[src/rtl/fetch_unit_pkg.sv]
// Shared definitions for the instruction-fetch stage: FSM states, redirect
// target selector codes, default bubble word and an alignment helper.
package fetch_unit_pkg;

  typedef enum logic [0:0] {
    BOOT  = 1'b0,
    FETCH = 1'b1
  } fetch_state_e;

  localparam logic [1:0] PCTYPE_BRANCH = 2'b00;
  localparam logic [1:0] PCTYPE_JREG   = 2'b01;
  localparam logic [1:0] PCTYPE_JIDX   = 2'b10;

  localparam logic [31:0] NOP_WORD_DEFAULT = 32'h0000_0000;

  function automatic logic [31:0] word_align(input logic [31:0] addr);
    return {addr[31:2], 2'b00};
  endfunction

endpackage

[src/rtl/fetch_unit_if.sv]
// Instruction-memory request port: fetch drives enable/address, memory
// returns the word together with a same-cycle ready.
interface fetch_unit_if;
  logic        if_mc_en;
  logic [31:0] if_mc_addr;
  logic [31:0] mc_if_data;
  logic        mc_if_ready;

  modport master (
    output if_mc_en,
    output if_mc_addr,
    input  mc_if_data,
    input  mc_if_ready
  );

  modport slave (
    input  if_mc_en,
    input  if_mc_addr,
    output mc_if_data,
    output mc_if_ready
  );
endinterface

[src/rtl/fetch_target_mux.sv]
// Redirect target selection with forced word alignment; also reports when
// the raw target had nonzero low bits. Reused by exception-vector logic.
module fetch_target_mux
  import fetch_unit_pkg::*;
(
  input  logic [1:0]  sel_type,
  input  logic [31:0] branch_target,
  input  logic [31:0] reg_target,
  input  logic [31:0] index_target,
  output logic [31:0] target_aligned,
  output logic        misaligned
);

  logic [31:0] raw_target;

  always_comb begin
    raw_target = branch_target;
    case (sel_type)
      PCTYPE_JREG: raw_target = reg_target;
      PCTYPE_JIDX: raw_target = index_target;
      default:     raw_target = branch_target;  // 11 behaves like a branch
    endcase
  end

  assign target_aligned = word_align(raw_target);
  assign misaligned     = |raw_target[1:0];

endmodule

[src/rtl/fetch_unit.sv]
// Instruction-fetch stage: PC, memory request handshake, IF/ID register and
// delayed (one delay slot) redirect. Macro FETCH_MISALIGN_EN enables the
// sticky misaligned-target flag.
module fetch_unit
  import fetch_unit_pkg::*;
#(
  parameter logic [31:0] RESET_PC = 32'h0000_0000,
  parameter logic [31:0] NOP_WORD = NOP_WORD_DEFAULT
) (
  input  logic         clock,
  input  logic         reset,
  input  logic         id_if_selpcsource,
  input  logic [1:0]   id_if_selpctype,
  input  logic [31:0]  id_if_rega,
  input  logic [31:0]  id_if_pcimd2ext,
  input  logic [31:0]  id_if_pcindex,
  fetch_unit_if.master mem,
  output logic [31:0]  if_id_instruc,
  output logic [31:0]  if_id_nextpc,
  output logic         if_err_misalign
);

`ifdef FETCH_MISALIGN_EN
  localparam bit MISALIGN_EN = 1'b1;
`else
  localparam bit MISALIGN_EN = 1'b0;
`endif

  fetch_state_e state_reg, state_next;
  logic [31:0]  pc_reg, pc_next;
  logic [31:0]  redir_pc_reg, redir_pc_next;
  logic         pending_reg, pending_next;
  logic [31:0]  instruc_reg, instruc_next;
  logic [31:0]  nextpc_reg, nextpc_next;
  logic         misalign_reg, misalign_next;

  logic [31:0]  target_aligned;
  logic         target_misaligned;
  logic [31:0]  pc_plus4;
  logic         complete;

  fetch_target_mux u_target_mux (
    .sel_type       (id_if_selpctype),
    .branch_target  (id_if_pcimd2ext),
    .reg_target     (id_if_rega),
    .index_target   (id_if_pcindex),
    .target_aligned (target_aligned),
    .misaligned     (target_misaligned)
  );

  assign pc_plus4 = pc_reg + 32'd4;
  assign complete = (state_reg == FETCH) && mem.mc_if_ready;

  always_comb begin
    state_next     = state_reg;
    pc_next        = pc_reg;
    redir_pc_next  = redir_pc_reg;
    pending_next   = pending_reg;
    instruc_next   = NOP_WORD;
    nextpc_next    = nextpc_reg;
    misalign_next  = misalign_reg;
    mem.if_mc_en   = 1'b0;
    mem.if_mc_addr = pc_reg;

    case (state_reg)
      BOOT:    state_next = FETCH;
      FETCH: begin
        state_next   = FETCH;
        mem.if_mc_en = 1'b1;
      end
      default: state_next = BOOT;
    endcase

    if (id_if_selpcsource) begin
      redir_pc_next = target_aligned;
      pending_next  = 1'b1;
      misalign_next = misalign_reg | (MISALIGN_EN & target_misaligned);
    end

    // The request in flight is the delay slot; the target follows it.
    if (complete) begin
      instruc_next = mem.mc_if_data;
      nextpc_next  = pc_plus4;
      pending_next = 1'b0;
      if (id_if_selpcsource)
        pc_next = target_aligned;
      else if (pending_reg)
        pc_next = redir_pc_reg;
      else
        pc_next = pc_plus4;
    end
  end

  always_ff @(posedge clock) begin
    if (reset) begin
      state_reg    <= BOOT;
      pc_reg       <= RESET_PC;
      redir_pc_reg <= 32'h0000_0000;
      pending_reg  <= 1'b0;
      instruc_reg  <= NOP_WORD;
      nextpc_reg   <= 32'h0000_0000;
      misalign_reg <= 1'b0;
    end else begin
      state_reg    <= state_next;
      pc_reg       <= pc_next;
      redir_pc_reg <= redir_pc_next;
      pending_reg  <= pending_next;
      instruc_reg  <= instruc_next;
      nextpc_reg   <= nextpc_next;
      misalign_reg <= misalign_next;
    end
  end

  assign if_id_instruc   = instruc_reg;
  assign if_id_nextpc    = nextpc_reg;
  assign if_err_misalign = misalign_reg;

endmodule

[src/flat_wrapper.sv]
// flat-port wrapper written by rule: the top's interface ports become plain ports
module fetch_unit_flat import fetch_unit_pkg::*;
#(
  parameter logic [31:0] RESET_PC = 32'h0000_0000,
  parameter logic [31:0] NOP_WORD = NOP_WORD_DEFAULT
)
  (clock, reset, id_if_selpcsource, id_if_selpctype, id_if_rega, id_if_pcimd2ext, id_if_pcindex, if_id_instruc, if_id_nextpc, if_err_misalign, mem_if_mc_en, mem_if_mc_addr, mem_mc_if_data, mem_mc_if_ready);
  fetch_unit_if mem_i ();
  input  logic clock;
  input  logic reset;
  input  logic id_if_selpcsource;
  input  logic [1:0] id_if_selpctype;
  input  logic [31:0] id_if_rega;
  input  logic [31:0] id_if_pcimd2ext;
  input  logic [31:0] id_if_pcindex;
  output logic [31:0] if_id_instruc;
  output logic [31:0] if_id_nextpc;
  output logic if_err_misalign;
  output wire logic [$bits(mem_i.if_mc_en)-1:0] mem_if_mc_en;
  output wire logic [$bits(mem_i.if_mc_addr)-1:0] mem_if_mc_addr;
  input wire logic [$bits(mem_i.mc_if_data)-1:0] mem_mc_if_data;
  input wire logic [$bits(mem_i.mc_if_ready)-1:0] mem_mc_if_ready;
  assign mem_if_mc_en = mem_i.if_mc_en;
  assign mem_if_mc_addr = mem_i.if_mc_addr;
  assign mem_i.mc_if_data = mem_mc_if_data;
  assign mem_i.mc_if_ready = mem_mc_if_ready;
  fetch_unit #(.RESET_PC(RESET_PC), .NOP_WORD(NOP_WORD)) u_core (.clock(clock), .reset(reset), .id_if_selpcsource(id_if_selpcsource), .id_if_selpctype(id_if_selpctype), .id_if_rega(id_if_rega), .id_if_pcimd2ext(id_if_pcimd2ext), .id_if_pcindex(id_if_pcindex), .mem(mem_i), .if_id_instruc(if_id_instruc), .if_id_nextpc(if_id_nextpc), .if_err_misalign(if_err_misalign));
endmodule
[config.mk]
export PLATFORM = sky130hd
export DESIGN_NAME = fetch_unit_flat
export DESIGN_NICKNAME = d
export VERILOG_FILES = /design/src/rtl/fetch_unit_pkg.sv /design/src/rtl/fetch_unit_if.sv /design/src/rtl/fetch_target_mux.sv /design/src/rtl/fetch_unit.sv /design/src/flat_wrapper.sv
export SDC_FILE = /design/constraint.sdc
export NUM_CORES = 1
export LEC_CHECK = 0
export ABC_AREA = 1
export BUFFER_PORTS_ARGS = -buffer_cell sky130_fd_sc_hd__buf_2
export CAP_MARGIN = 20
export CORE_MARGIN = 2
export CORE_UTILIZATION = 40
export DETAILED_ROUTE_END_ITERATION = 7
export GPL_TIMING_DRIVEN = 0
export PLACE_DENSITY = 0.71
export RECOVER_POWER = 50
export SKIP_LAST_GASP = 1
export SYNTH_ARGS = -nofsm -noshare
export SYNTH_HDL_FRONTEND = slang
export SYNTH_SLANG_ARGS = --single-unit
[constraint.sdc]
create_clock -name clock -period 1.66 [get_ports clock]
set_clock_uncertainty 0.05 [all_clocks]
set_input_delay 0.249 -clock clock [delete_from_list [all_inputs] [get_ports clock]]
set_output_delay 0.249 -clock clock [all_outputs]
set_load 0.005 [all_outputs]
**Word-level counts from Yosys, hierarchy flattened**

Cells that the tools add are included.

- Input bits: 134
- Output and inout bits: 98
- Flip-flop bits (word level): 128
- Word-level logic and storage cells: 18

- Bitwise gates (word level): 1
- Reductions and logical operators: 3
- Multiplexer cells: 5
- Equal/unequal tests: 2
- Add/subtract/negate cells: 1

Operators by type and width:

| kind | count |
|---|---|
| $mux W32 | 2 |
| $pmux W32 S2 | 1 |
| $add A32 B3 Y32 const B | 1 |
| $reduce_or A2 Y1 | 2 |
| $eq A2 B1 Y1 const B | 1 |
| $eq A2 B2 Y1 const B | 1 |
| $mux W1 | 2 |
| $logic_and A1 B1 Y1 | 1 |
| $not A1 Y1 | 1 |

**Logic depth before layout (Yosys ltp)**

- Depth after elaboration: 3
- Gate-level depth with buffers: 12
- Mapped depth without buffers: 12

**Modules after synthesis**

Synthesis repeated with hierarchy kept, for this count alone.

- Cells, all modules: 843
- Area total of the unflattened synthesis: 6208.5 sq um

Modules (own cells, without submodules):

| module | area each (sq um) | times used | cells an instance | sequential area each (sq um) |
|---|---|---|---|---|
| fetch_unit | 5308.8 | 1 | 690 | 2602.5 |
| fetch_target_mux | 899.6 | 1 | 153 | 0.0 |

**Worst setup path after synthesis**

No wires, ideal clock.

- Path type: register to register
- Start point: register u_core.pc_reg[3], in the netlist u_core.mem.if_mc_addr[3]
- End point: register u_core.pc_reg[28], in the netlist u_core.mem.if_mc_addr[28]
- Period minus slack after synthesis: 1563 ps
- Required time: 1498 ps
- Setup slack: 97 ps
- Library setup time: 112 ps
- Path buffers: 0
- Data arrival time: 1401 ps
- Stages on the path, launching flop included: 13
- Cell sequence: dfxtp_1 > ha_1 > nand2_1 > nor2_4 > nand2_4 > nor2_4 > nand2_1 > nand2_1 > nand3_1 > nand2_1 > nand2_1 > nand2_1 > nand2_1

- Word-level cells in the longest chain between the ends: 3

Ends and longest elaborated chain:

| what | RTL line | text |
|---|---|---|
| start: declaration | fetch_unit.sv:30 | `logic [31:0] pc_reg, pc_next;` |
| start signal: assignment | fetch_unit.sv:105 | `pc_reg <= pc_next;` |
| $add A32 B3 Y32 | fetch_unit.sv:51 | `assign pc_plus4 = pc_reg + 32'd4;` |
| $mux W32 | fetch_unit.sv:87 | `else if (pending_reg)` |
| $mux W32 | fetch_unit.sv:85 | `if (id_if_selpcsource)` |

No other way between the ends.
A chain may end at the register's enable or synchronous reset.

**Final worst setup path**

- Start point: register u_core.pc_reg[3], in the netlist u_core.mem.if_mc_addr[3]
- End point: register u_core.pc_reg[31], in the netlist u_core.mem.if_mc_addr[31]

Same word-level chain as after synthesis.

==> metrics.log <==
INFO  metric final_period_minus_worst_setup_slack = ~1.7 ns
INFO  metric start_kind = flop
INFO  metric num-fill-cells = between 1k and 1.5k
INFO  metric n_antenna_cell = 0
INFO  metric min_from = mem_mc_if_data[20]
INFO  metric die_x = roughly 130 microns
INFO  metric sequentialPowerShare = 40.4%
INFO  metric routed_wire_length_per_instance = 14.6 microns
INFO  metric slew_viol_final = 0
INFO  metric critical_path_peak_fanout = 4
INFO  metric detailroute.via_count = 6675
INFO  metric final.setup.worst_slack = -0.0312 ns
INFO  metric internal-power = 5.86 mW
INFO  metric clock_path_buffers = 2
INFO  metric clk_pin_slew = 0.06 ns
INFO  metric rrSetupSlack = -0.03 ns
INFO  metric die_area = 0.0158 sq mm
INFO  metric path_common_cell = nand2_1
INFO  metric power.static_leakage = 4.23 nW
INFO  metric synth-warning-count = 0
INFO  metric synth_area = just under 0.006 sq mm
INFO  metric hold_end = u_core.if_id_instruc[20]
INFO  metric htreeDepth = 4
INFO  metric ios = approximately 230
INFO  metric route.detailed.drc = 0
INFO  metric min-delay-path-class = input port to flop
INFO  metric crit_path_end_kind = flop
INFO  metric powerDensity = 940 mW/mm^2
INFO  metric fin_setup_tns = -0.0733 ns
INFO  metric drt_pass1_iterations = 8
INFO  metric max_slew_margin = 65.0%
INFO  metric irDropWorstVdd = 0.673 mV
INFO  metric maxClockFrequency = between 500 and 600 MHz
INFO  metric global_route_usage_sum = 24.6%
INFO  metric rsz0062_at_grt = true
INFO  metric worstPathCellList = buf_4, nand2_2, nor2_4, nand2_2, nor2_4, nand2_1, nand2_1, nand3_1, nand2_1, nand2_1, nand2_1, nand2_1
INFO  metric violations = negative setup slack
INFO  metric cts_buffers = 17
INFO  metric detail_route.wirelength = between 15 and 20 mm
INFO  metric buffer_ports.inserted = 219
INFO  metric drv.max_cap_violation_count = 0
INFO  metric first_global_vias = 6340
INFO  metric synth.avg_cell_area = 6.91 sq um
INFO  metric routed_via_density = 4.98
INFO  metric min_period_over_period = 102%
INFO  metric clockRootBuffer = clkbuf_16
INFO  metric multi_input_area = a little over 0.003 sq mm
INFO  metric wl_met3 = 1.43 mm
INFO  metric reg2reg_to = u_core.mem.if_mc_addr[31]
INFO  metric power.share.combinational = between 10% and 20%
INFO  metric clk-insertion-delay-late = around 0.42 ns
INFO  metric type_of_the_setup_path_with_the_least_slack = flop to flop
INFO  metric largest_register_ffs = 32
INFO  metric syn_inst = 857
INFO  metric nNetsFinal = roughly 1.3k
INFO  metric critPathTopFamily = simple AND/OR/NAND/NOR gates
INFO  metric die_height = approximately 130 microns
INFO  metric met1_length = 7.97 mm
INFO  metric design.core.area = roughly 0.014 sq mm
INFO  metric status = complete, but fails checks
INFO  metric number_of_antenna_violations_at_the_first_check_in_global_routing = 0
INFO  metric ys_seq_area_share = around two fifths
INFO  metric critical_path.slowest_cell = dfxtp_4
INFO  metric distinct_cell_type_count_after_synthesis = 26
INFO  metric share_of_cells_above_drive_strength_1 = 27.6%
INFO  metric cp_data_arrival_time = 1.95 ns
INFO  metric area_growth = 42.6%
INFO  metric finalHoldViolations = 0
INFO  metric critPathMaxStageDelay = ~0.37 ns
INFO  metric power.total = 7.94 mW
INFO  metric grt-ovfl-total = 0
INFO  metric dr.first_iter.drc_count = 405
INFO  metric max_slew.worst_pin.slew = around 0.52 ns
INFO  metric regArea = approximately 0.0025 sq mm
INFO  metric pin_count_of_the_biggest_net_entering_global_routing = 17
INFO  metric initial_core_util = 40.9%
INFO  metric critical_path_buf_inv_count = 1
INFO  metric num_rows = 44
INFO  metric amount_of_wire_on_met2_after_detailed_routing = 9.66 mm
INFO  metric grt_pass1_wl = 31.1 mm
INFO  metric setup_violators_final = 5
INFO  metric timing.critical_path.required = 1.92 ns
INFO  metric power.share.clock = 46.5%
INFO  metric rr_startpoint = u_core.mem.if_mc_addr[3]
INFO  metric netSwitchingPower = roughly 2.1 mW
INFO  metric route.top_layer_used = met4
INFO  metric remaining_antenna_violation_count = 0
INFO  metric hpwl = 14.6 mm
INFO  metric power.share.switching = 26.2%
INFO  metric worst_hold_path.num_cells = 3
INFO  metric cts_tree = done
INFO  metric place_congestion = 0.940
INFO  metric clock-sinks = between 100 and 150
INFO  metric worst-r2r-cell-count = 12
INFO  metric yosys_register_bits = 124
-- cell usage in the layout, fill, tap and decap left out, drive strengths merged --
cell type	n
nand3b	1
a22o	45
conb	5
xnor2	4
buf	208
a21o	13
bufinv	2
a21oi	80
clkinvlp	4
clkbuf	92
dfxtp	124
ha	3
inv	100
nor2	79
dlygate4sd3	31
and2	1
nand3	30
clkinv	8
o21ai	89
nand2	233
xor2	4
-- synth_stat cells, drive strengths merged --
cell type  number  area share (%)
xnor2           4            0.59
clkinv          3            0.19
a21o           13             1.6
o21ai          89             7.5
clkbuf         35             2.2
xor2            4            0.59
ha              3            0.63
and2            1            0.11
inv            98             6.2
nand3          30             2.5
conb            1           0.063
buf            14             1.3
a21oi          80             6.8
a22o           45             6.7
dfxtp         124              42
nand3b          1            0.13
nor2           79             5.9
nand2         233              15
-- timing repair --
action,in CTS,in global routing
hold buffers,31,0
pin swaps,8,9
setup buffers,8,5
endpoints found under the hold margin,31,0
gates resized for setup,35,53
endpoints found under the setup margin,82,82
-- area by class of cell --
type	instances	area share [%]
plain buffers	49	2.62
repair buffers	263	17.4
clock buffers	19	5.36
flip-flops and latches	124	29.8
well taps	184	2.73
clock inverters	13	1.66
multi-input cells	587	35.9
inverters	101	4.50
-- kinds of logic after synthesis --
logic type	synth area share [%]
AOI/OAI and AO/OA	22.6
adders and majority gates	0.634
buffers and inverters	9.95
other	0.0633
and+or+nand+nor	23.7
DFF	41.9
xor gates and xnor gates	1.18
-- through the flow --
step	utilization, %	hold WS (ns)	setup slack [ns]	cells	instance area, sq um
global placement	50.2	0.381	-0.288	1264	7260
finish	58.3	0.00255	-0.0312	1340	8450
detailed placement	50.2	0.386	-0.302	1264	7260
global route	58.3	0.00495	-0.150	1340	8450
floorplan	-	0.311	0.0967	861	5940
CTS	57.6	0.00166	-0.0574	1335	8340
-- power groups by stage --
stage	logic, mW	registers (mW)	clock network (mW)
floorplan	0.536	3.25	0
global placement	0.928	3.26	0
detailed placement	0.943	3.26	0
CTS	1.03	3.20	3.73
global route	1.17	3.22	3.87
finish	1.04	3.21	3.69
-- tightest hold or removal path, cell delays in order --
cell and delay (ns):
buf_2 0.08, inv_1 0.03, nor2_1 0.08
-- layer usage --
metal | global-route usage, % | vias to the layer above
met5 | 0 | -
met4 | 9.02 | 0
met3 | 5.90 | 47
met2 | 42.6 | 239
met1 | 29.8 | 3049
li1 | - | 3340
-- how the worst max path moves through the flow --
stage | startpoint | endpoint | cells after the start
finish | u_core.mem.if_mc_addr[3] | u_core.mem.if_mc_addr[31] | 12
global route | u_core.mem.if_mc_addr[5] | u_core.mem.if_mc_addr[29] | 11
CTS | u_core.mem.if_mc_addr[3] | u_core.mem.if_mc_addr[20] | 12
detailed placement | u_core.state_reg | u_core.if_id_nextpc[25] | 6
global placement | u_core.mem.if_mc_addr[2] | u_core.mem.if_mc_addr[30] | 12
floorplan | u_core.mem.if_mc_addr[3] | u_core.mem.if_mc_addr[28] | 12
No activity file was read; power rests on OpenSTA's default activity.
